<file path="src/rtl/regfile_pkg.sv">
// Shared constants and types for the register-file write arbiter.
package regfile_pkg;

    localparam int unsigned NREG = 8;
    localparam int unsigned AW   = 3;
    localparam int unsigned DW   = 32;
    localparam int unsigned CW   = 2;
    localparam int unsigned NREQ = 3;

    // Requester indices, also the round-robin order
    typedef enum logic [1:0] {
        REQ_ALU = 2'd0,
        REQ_ID  = 2'd1,
        REQ_MEM = 2'd2
    } req_idx_e;

    localparam logic W_SEL_ALU   = 1'b0;
    localparam logic W_SEL_OTHER = 1'b1;

    // One write request payload
    typedef struct packed {
        logic [AW-1:0] addr;
        logic [DW-1:0] data;
    } wr_req_t;

endpackage

</file>
<file path="src/rtl/regfile_wr_arbiter_rr_arbiter3.sv">
// Three-way round-robin arbiter; the search starts just after the last winner.
module rr_arbiter3
    import regfile_pkg::*;
(
    input  logic            clk,
    input  logic            rst,
    input  logic [NREQ-1:0] req,
    output logic [NREQ-1:0] gnt_c,
    output req_idx_e        gnt_idx_c
);

    req_idx_e last_q;
    req_idx_e last_d;

    // Nearest requester after last wins; last only moves on a grant
    always_comb begin
        logic        found;
        int unsigned idx;
        gnt_c     = '0;
        gnt_idx_c = REQ_ALU;
        last_d    = last_q;
        found     = 1'b0;
        idx       = 0;
        for (int unsigned k = 1; k <= NREQ; k++) begin
            idx = (32'(last_q) + k) % NREQ;
            if (!found && req[2'(idx)]) begin
                found            = 1'b1;
                gnt_c[2'(idx)]   = 1'b1;
                gnt_idx_c        = req_idx_e'(2'(idx));
            end
        end
        if (found) begin
            last_d = gnt_idx_c;
        end
    end

    // Last-winner pointer; reset leaves MEM as last so ALU goes first
    always_ff @(posedge clk or posedge rst) begin
        if (rst) begin
            last_q <= REQ_MEM;
        end else begin
            last_q <= last_d;
        end
    end

endmodule

</file>
<file path="src/rtl/regfile_wr_arbiter.sv">
// Register-file write-port arbiter with per-register outstanding-write scoreboard.
// Optional forwarding of the in-flight write: define REGFILE_WR_ARBITER_BYPASS_EN.
module regfile_wr_arbiter
    import regfile_pkg::*;
(
    input  logic          clk,
    input  logic          rst,
    input  logic          alu_valid,
    input  logic          id_valid,
    input  logic          mem_valid,
    output logic          alu_ready,
    output logic          id_ready,
    output logic          mem_ready,
    input  logic [AW-1:0] alu_addr,
    input  logic [AW-1:0] id_addr,
    input  logic [AW-1:0] mem_addr,
    input  logic [DW-1:0] alu_data,
    input  logic [DW-1:0] id_data,
    input  logic [DW-1:0] mem_data,
    input  logic          rsv_valid,
    input  logic [AW-1:0] rsv_addr,
    output logic          rsv_ready,
    input  logic [AW-1:0] rd_addr_0,
    input  logic [AW-1:0] rd_addr_1,
    output logic          rd_busy_0,
    output logic          rd_busy_1,
`ifdef REGFILE_WR_ARBITER_BYPASS_EN
    output logic          rd_fwd_0,
    output logic          rd_fwd_1,
    output logic [DW-1:0] fwd_data,
`endif
    output logic [AW-1:0] w_addr,
    output logic          w_enable,
    output logic          w_select,
    output logic [DW-1:0] w_alu,
    output logic [DW-1:0] w_other,
    output logic          sb_err
);

    localparam logic [CW-1:0] CNT_MAX = {CW{1'b1}};

    logic [NREQ-1:0] req;
    logic [NREQ-1:0] gnt_c;
    req_idx_e        gnt_idx_c;
    wr_req_t         sel_pl;

    logic            w_enable_q, w_enable_d;
    logic [AW-1:0]   w_addr_q,   w_addr_d;
    logic            w_select_q, w_select_d;
    logic [DW-1:0]   w_alu_q,    w_alu_d;
    logic [DW-1:0]   w_other_q,  w_other_d;

    logic [CW-1:0]   cnt_q [NREG];
    logic [CW-1:0]   cnt_d [NREG];
    logic            sb_err_q, sb_err_d;
    logic            rsv_fire;

    assign req = {mem_valid, id_valid, alu_valid};

    rr_arbiter3 u_arb (
        .clk       (clk),
        .rst       (rst),
        .req       (req),
        .gnt_c     (gnt_c),
        .gnt_idx_c (gnt_idx_c)
    );

    assign alu_ready = gnt_c[REQ_ALU];
    assign id_ready  = gnt_c[REQ_ID];
    assign mem_ready = gnt_c[REQ_MEM];

    // Payload of the granted requester
    always_comb begin
        sel_pl = '{addr: alu_addr, data: alu_data};
        case (gnt_idx_c)
            REQ_ID:  sel_pl = '{addr: id_addr,  data: id_data};
            REQ_MEM: sel_pl = '{addr: mem_addr, data: mem_data};
            default: sel_pl = '{addr: alu_addr, data: alu_data};
        endcase
    end

    // Output stage next state; unused data lane and address hold when idle
    always_comb begin
        w_enable_d = |gnt_c;
        w_addr_d   = w_addr_q;
        w_select_d = w_select_q;
        w_alu_d    = w_alu_q;
        w_other_d  = w_other_q;
        if (|gnt_c) begin
            w_addr_d = sel_pl.addr;
            if (gnt_idx_c == REQ_ALU) begin
                w_select_d = W_SEL_ALU;
                w_alu_d    = sel_pl.data;
            end else begin
                w_select_d = W_SEL_OTHER;
                w_other_d  = sel_pl.data;
            end
        end
    end

    // Output stage registers; reset drops any in-flight write
    always_ff @(posedge clk or posedge rst) begin
        if (rst) begin
            w_enable_q <= 1'b0;
            w_addr_q   <= '0;
            w_select_q <= W_SEL_ALU;
            w_alu_q    <= '0;
            w_other_q  <= '0;
        end else begin
            w_enable_q <= w_enable_d;
            w_addr_q   <= w_addr_d;
            w_select_q <= w_select_d;
            w_alu_q    <= w_alu_d;
            w_other_q  <= w_other_d;
        end
    end

    assign w_enable = w_enable_q;
    assign w_addr   = w_addr_q;
    assign w_select = w_select_q;
    assign w_alu    = w_alu_q;
    assign w_other  = w_other_q;

    assign rsv_ready = (cnt_q[rsv_addr] != CNT_MAX);
    assign rsv_fire  = rsv_valid && rsv_ready;

    // Scoreboard update: reserve increments, commit decrements, same-register pair cancels
    always_comb begin
        sb_err_d = sb_err_q;
        for (int unsigned r = 0; r < NREG; r++) begin
            logic inc;
            logic dec;
            inc      = rsv_fire && (rsv_addr == AW'(r));
            dec      = w_enable_q && (w_addr_q == AW'(r));
            cnt_d[r] = cnt_q[r];
            if (inc && !dec) begin
                cnt_d[r] = cnt_q[r] + CW'(1);
            end else if (dec && !inc) begin
                if (cnt_q[r] == '0) begin
                    sb_err_d = 1'b1;
                end else begin
                    cnt_d[r] = cnt_q[r] - CW'(1);
                end
            end
        end
    end

    // Scoreboard counters and sticky error flag
    always_ff @(posedge clk or posedge rst) begin
        if (rst) begin
            for (int unsigned r = 0; r < NREG; r++) begin
                cnt_q[r] <= '0;
            end
            sb_err_q <= 1'b0;
        end else begin
            for (int unsigned r = 0; r < NREG; r++) begin
                cnt_q[r] <= cnt_d[r];
            end
            sb_err_q <= sb_err_d;
        end
    end

    assign sb_err = sb_err_q;

`ifdef REGFILE_WR_ARBITER_BYPASS_EN
    // A read whose only pending write is committing now can take the data directly
    assign rd_fwd_0  = w_enable_q && (w_addr_q == rd_addr_0) && (cnt_q[rd_addr_0] == CW'(1));
    assign rd_fwd_1  = w_enable_q && (w_addr_q == rd_addr_1) && (cnt_q[rd_addr_1] == CW'(1));
    assign rd_busy_0 = (cnt_q[rd_addr_0] != '0) && !rd_fwd_0;
    assign rd_busy_1 = (cnt_q[rd_addr_1] != '0) && !rd_fwd_1;
    assign fwd_data  = (w_select_q == W_SEL_OTHER) ? w_other_q : w_alu_q;
`else
    assign rd_busy_0 = (cnt_q[rd_addr_0] != '0);
    assign rd_busy_1 = (cnt_q[rd_addr_1] != '0);
`endif

endmodule
</file>
<file path="config.mk">
export PLATFORM = sky130hd
export DESIGN_NAME = regfile_wr_arbiter
export DESIGN_NICKNAME = d
export VERILOG_FILES = /design/src/rtl/regfile_pkg.sv /design/src/rtl/regfile_wr_arbiter_rr_arbiter3.sv /design/src/rtl/regfile_wr_arbiter.sv
export SDC_FILE = /design/constraint.sdc
export NUM_CORES = 1
export LEC_CHECK = 0
export CORE_MARGIN = 5
export CORE_UTILIZATION = 40
export CTS_CLUSTER_SIZE = 10
export DETAILED_ROUTE_END_ITERATION = 8
export PLACE_DENSITY = 0.84
export SETUP_SLACK_MARGIN = 0.2
export SYNTH_ARGS = -nofsm -noshare
export SYNTH_HDL_FRONTEND = slang
export SYNTH_HIERARCHICAL = 1
export SYNTH_SLANG_ARGS = --single-unit
</file>
<file path="constraint.sdc">
create_clock -name clk -period 8.54 [get_ports clk]
set_input_delay 2.135 -clock clk [delete_from_list [all_inputs] [get_ports clk]]
set_output_delay 2.135 -clock clk [all_outputs]
set_load 0.005 [all_outputs]
</file>
==> results of run 1 <==
[cell usage after synthesis, drive strengths merged (6+ instances only)]
master / instances
nor3b: 9
nand3: 6
inv: 22
ha: 23
nor2: 22
nor4b: 6
mux2i: 40
buf: 17
nand2: 64
clkbuf: 14
nor2b: 15
a22o: 32
o21ai: 121
or3: 7
nor3: 7
dfrtp: 87
[final cells by class]
class                           instances  area share [%]
Timing Repair Buffer                  200            26.1
Clock buffer                           10            3.01
Clock inverter                          6           0.887
Inverter                               22            1.10
Tap cell                              172            2.82
Sequential cell                        88            28.9
Multi-Input combinational cell        412            37.1
[power groups by stage]
stage	Sequential, W	Clock (W)	Combinational [W]
after detailed placement	0.000759	0	0.00196
after global routing	0.000779	0.000422	0.00214
after global placement	0.000746	0	0.00190
final	0.000753	0.000397	0.00193
after CTS	0.000755	0.000405	0.00196
after floorplan	0.000741	0	0.00119
[logic make-up after synthesis]
group	count (synthesis)
AOI/OAI and AO/OA	181
and+or+nand+nor	164
DFF	88
buffers and inverters	53
muxes	44
adders and majority gates	23
[registers in the layout, indices dropped and copies added (netlist names)]
signal        flops
cnt_q            16
w_addr            3
w_other          32
w_select          1
w_alu            32
w_enable          1
u_arb/last_q      2
sb_err            1
[worst min-delay path: stages (launching register included)]
cell     delay [ns]
dfrtp_1        0.34
nand2_1        0.04
o21ai_0        0.06
[metrics by stage]
| stage | instances | instance area (sq um) | setup WS [ns] |
|---|---|---|---|
| 3_5_place_dp | 894 | 7320 | 2.14 |
| 5_1_grt | 910 | 7620 | 1.98 |
| 3_3_place_gp | 894 | 7320 | 2.17 |
| 4_1_cts | 910 | 7620 | 2.14 |
| 6_report | 910 | 7620 | 2.11 |
| 2_1_floorplan | 553 | 5260 | 3.41 |
[final timing paths]
path / startpoint / to / slack [ns]
max in group asynchronous: rst / w_other[4] / 5.33
max reg2reg: u_arb/last_q[0] / w_other[31] / 4.56
min reg2reg: w_alu[10] / w_alu[10] / 0.48
max: id_valid / mem_ready / 2.11
min in group asynchronous: rst / u_arb/last_q[0] / 2.05
min: w_alu[10] / w_alu[10] / 0.48
[layer usage]
layer  vias up  part of all wire [%]  wire length, um
met3        32                   8.7             1460
met5         -                     0                0
met2       187                    50             8360
li1       2363                     -                -
met1      2435                    38             6420
met4         0                   2.8              472
==> qor.yml, run 1 <==
hold_viol: 0
multi_input_area_sq_um: 2830
cts_made_buffers: 9
dieArea_sq_um: 15500
p_total_w: 0.00308
hold_path_class: "reg2reg"
grt_max_degree: 87
track_usage_pct: 21.3
finalSetupViolCount: 0
register_area_sq_um: 2200
final_cell_mix: "clkdlybuf4s50_1, o21ai_0, dfrtp_1"
use_met2_pct: 36.9
cts_sinks: 88
synth_top_area_cell: "dfrtp_1"
synth_area_leaders: "dfrtp_1, o21ai_0, mux2i_1"
fin_util_pct: 59.6
path_delay_family: "buffers and inverters"
gp_congestion: 0.886
cellPowerDensity_nw_per_um2: 405
worstPathRequired_ns: 6.41
htree_levels: 3
worstHoldPathCells: 2
hold_ws_ns: 0.481
wl_per_cell_um: 18.4
p_seq_share_pct: 24.4
cp-end-kind: "output pin"
ios: 196
crit_arrival_ns: 4.30
synth_top_area_share_pct: 41.4
max_freq_mhz: 155
drv_cap: 0
clk_pin_slew_ns: 0.06
clk_latency_ns: 0.34
worst_pin_slew_ns: 1.10
crit_top_cell: "clkdlybuf4s50_1"
layout-drive-gt1-share_pct: 5.69
synth_top_family_by_area: "compound AO/OA/AOI/OAI gates"
status: "completed"
antenna_found_initial: 0
ys_seq_area_share_pct: 41.9
grt_pass1_vias: 5161
viasPerCell: 5.51
grt.busiest_layer: "met2"
drt-pass1-iter-count: 5
min_period_ns: 6.43
root_buffer: "clkbuf_16"
crit_chain: "clkdlybuf4s50_1, mux2i_1, o21ai_0, or3_1, o211ai_1, clkdlybuf4s50_1"
fin_skew_ns: 0.00522
reg2reg_depth: 9
wl_um: 16700
first_iter_violations: 239
cp.depth: 6
vias: 5017
synth-seq-cells: 88
cts_tree: "built"
grt_pass1_wl_um: 26800
grt.met1_usage_pct: 24.8
p_leak_nw: 3.29
overflow: 0
dp_hpwl_um: 12800
avgSynthCellArea_sq_um: 9.51
core_area_sq_um: 12800
clockBufferDepth: 2
synthArstFlopShare_pct: 100
synth_edf_count: 0
crit_path_top_delay_cell: "clkdlybuf4s50_1"
portBuffers: 195
cts_setup_buffers: 0
yosys.area_share.simple_pct: 17.7
crit_buf_inv: 2
finalCritPeriodShare_pct: 75.3
hold_buffers: 0
rsz0062_at_grt: "false"
final_common_cell: "clkdlybuf4s50_1"
cts_resized: 0
switching_share_pct: 44.8
start_util_pct: 41.1
met3_usage_pct: 7.50
pwr-share-clk_pct: 12.9
synth_cell_types: 55
synth-compound-area-share_pct: 21.2
fp.dieW_um: 125
power.switching_w: 0.00138
totalNegativeSetupSlack_ns: 0
area_delta_synth_final_pct: 44.9
synthMuxAreaShare_pct: 9.33
cpPeakStageDelay_ns: 0.61
syn_inst: 553
die_y_um: 125
post-route-drc-count: 0
power_frac_comb_pct: 62.7
yosysWarningCount: 6
postRouteAntennaNets: 0
p_int_w: 0.00170
max-vdd-ir-drop_mv: 0.355
synth_fa_ha_area_share_pct: 5.47
synth_ff_type: "dfrtp_1"
fillers: 1091
start_kind: "primary input"
slew_headroom_pct: 26.6
antenna_cells: 0
synthesis.area_sq_um: 5260
crit_type: "in2out"
crit_fanout: 6
synth-xor-area-share_pct: 0
nets: 876
syn_nets: 696
slew_viol_final: 0
rows: 41
No activity file was read; power rests on OpenSTA's default activity.
==> run 2, diff against run 1 <==
- clock period: 8.54 -> 6 ns (I/O delays scaled with it)
==> run 2 against run 1 <==
  * Die area unchanged
  * Combinational power increased by 44%
  * Sequential cell count unchanged
  * First-iteration DRC count decreased by 7.1%
  * Core utilization increased by 0.14 points
  * Sequential power increased by 42%
  * Total power increased by 43%
  * Critical endpoint unchanged
  * Clock-buffer cell count unchanged
  * Global-route usage increased by 0.075 points
  * Wire length increased by 1.3%
  * Register-to-register slack got worse by 2.3 ns
==> qor.yml, run 2 (same netlist as run 1, synthesis figures left out) <==
status: "completed"  # unchanged
grt_pass1_vias: 5334  # was 5161
layout-drive-gt1-share_pct: 5.95  # was 5.69%
crit_arrival_ns: 3.65  # was 4.30 ns
final_cell_mix: "clkdlybuf4s50_1, o21ai_0, dfrtp_1"  # unchanged
hold_viol: 0  # unchanged
max_freq_mhz: 194
cts_sinks: 88  # unchanged
layout_setup_ws_ns: 0.849  # was 2.11 ns
critPathLaunch: "id_valid"  # unchanged
cp-end-kind: "output pin"  # unchanged
die_y_um: 125  # unchanged
slew_headroom_pct: 25.1  # was 26.6%
nets: 877  # was 876
finalCritPeriodShare_pct: 85.9
grt_max_degree: 65  # was 87
route.met2.wl_um: 8610  # was 8360 um
wl_per_cell_um: 18.6  # was 18.4 um
finalSetupViolCount: 0  # unchanged
dieArea_sq_um: 15500  # unchanged
clockBufferDepth: 2  # unchanged
hold_buffers: 0  # unchanged
portBuffers: 195  # unchanged
post-route-cell-area_sq_um: 7640  # was 7620 sq um
gp_congestion: 0.936  # was 0.886
clk_pin_slew_ns: 0.06  # about the same
overflow: 0  # unchanged
core_area_sq_um: 12800  # unchanged
reg2reg_from: "u_arb/last_q[0]"  # unchanged
cts_resized: 0  # unchanged
drv_cap: 0  # unchanged
ios: 196  # unchanged
vias: 4997  # was 5017
crit_top_cell: "clkdlybuf4s50_1"  # unchanged
worstPathRequired_ns: 4.50  # was 6.41 ns
worstReg2RegEnd: "w_alu[27]"  # was w_other[31]
switching_share_pct: 44.7  # was 44.8%
drt-pass1-iter-count: 5  # unchanged
reg2reg_depth: 10  # was 9
power.switching_w: 0.00197  # was 0.00138 W
p_int_w: 0.00244  # was 0.00170 W
cellPowerDensity_nw_per_um2: 578  # was 405 nW/um^2
path_delay_family: "buffers and inverters"  # unchanged
grt_pass1_wl_um: 27100  # was 26800 um
fp.dieW_um: 125  # unchanged
cts_setup_buffers: 0  # unchanged
crit_fanout: 9  # was 6
rrSetupSlack_ns: 2.28  # was 4.56 ns
final_common_cell: "clkdlybuf4s50_1"  # unchanged
clk_latency_ns: 0.34  # about the same
min_period_ns: 5.15
cp.depth: 6  # unchanged
rows: 41  # unchanged
placed_area_sq_um: 7330  # was 7320 sq um
slew_viol_final: 0  # unchanged
crit_path_top_delay_cell: "clkdlybuf4s50_1"  # unchanged
totalNegativeSetupSlack_ns: 0  # unchanged
p_seq_share_pct: 24.2  # was 24.4%
pwr-share-clk_pct: 13.1  # was 12.9%
fin_util_pct: 59.8  # was 59.6%
hold_path_class: "reg2reg"  # unchanged
wl_um: 16900  # was 16700 um
crit_type: "in2out"  # unchanged
first_iter_violations: 222  # was 239
root_buffer: "clkbuf_16"  # unchanged
start_kind: "primary input"  # unchanged
met1_length_um: 6790  # was 6420 um
htree_levels: 3  # unchanged
cts_tree: "built"  # unchanged
critPathCapture: "mem_ready"  # unchanged
area_delta_synth_final_pct: 45.3  # was 44.9%
postRouteAntennaNets: 0  # unchanged
worst_pin_slew_ns: 1.12  # was 1.10 ns
start_util_pct: 41.1  # unchanged
route.met3.wl_um: 1340  # was 1460 um
antenna_cells: 0  # unchanged
cts_made_buffers: 9  # unchanged
pre_cts_ws_ns: 0.873  # was 2.14 ns
crit_buf_inv: 2  # unchanged
fin_skew_ns: 0.00609  # was 0.00522 ns
power_frac_comb_pct: 62.7  # about the same
crit_chain: "clkdlybuf4s50_1, mux2i_1, o21ai_2, or3_1, o211ai_1, clkdlybuf4s50_1"  # was clkdlybuf4s50_1, mux2i_1, o21ai_0, or3_1, o211ai_1, clkdlybuf4s50_1
track_usage_pct: 21.4  # was 21.3%
post-route-drc-count: 0  # unchanged
rsz0062_at_grt: "false"  # unchanged
cpPeakStageDelay_ns: 0.60  # was 0.61 ns
viasPerCell: 5.49  # was 5.51
antenna_found_initial: 0  # unchanged
dp_hpwl_um: 13000  # was 12800 um
dr.max_layer_used: "met4"  # unchanged
p_leak_nw: 3.30  # was 3.29 nW
max-vdd-ir-drop_mv: 0.621  # was 0.355 mV
==> run 2: changes by cell type in the layout (fill, tap and decap cells not counted) <==
cell      change
clkbuf_8      +1
inv_6         -1
clkinv_4      +1
buf_4         +1
clkbuf_1      -1
==> run 2: layout make-up <==
cell class                 instances  area (sq um)
fill                            1076          5140
multi-input combinational        412          2830
sequential                        88          2200
timing repair buffer             201          2000
clock buffer                      10           239
tap                              172           215
inverter                          22          83.8
clock inverter                     6          67.6
==> run 2: worst min-delay path by stage <==
stage / from / to / depth (start not counted)
5_1_grt: w_alu[10] / w_alu[10] / 2
2_1_floorplan: w_select / w_select / 2
6_report: w_alu[16] / w_alu[16] / 2
4_1_cts: w_alu[7] / w_alu[7] / 2
3_5_place_dp: w_alu[7] / w_alu[7] / 2
3_3_place_gp: w_alu[5] / w_alu[5] / 2
==> run 2: power groups by stage <==
stage | registers, W | clock network [W] | logic [W]
after floorplan | 0.00105 | 0 | 0.00170
after global placement | 0.00106 | 0 | 0.00269
after detailed placement | 0.00107 | 0 | 0.00278
after CTS | 0.00107 | 0.000587 | 0.00279
after global routing | 0.00111 | 0.000614 | 0.00305
final | 0.00107 | 0.000579 | 0.00277
==> run 2: metal layers <==
metal | global-route usage, % | vias up
li1 | - | 2367
met1 | 25.4 | 2424
met2 | 38.0 | 187
met3 | 6.60 | 19
met4 | 4.77 | 0
met5 | 0 | -
==> run 2: worst min-delay path: stages, from the launching register on <==
cell and delay, ns:
dfrtp_1 0.34, nand2_1 0.04, o21ai_0 0.06
==> run 2: stage by stage <==
step	instances	power, W	hold slack (ns)
2_1_floorplan	553	0.00275	0.470
3_3_place_gp	895	0.00375	0.463
3_5_place_dp	895	0.00386	0.469
4_1_cts	911	0.00445	0.485
5_1_grt	911	0.00477	0.524
6_report	911	0.00442	0.482
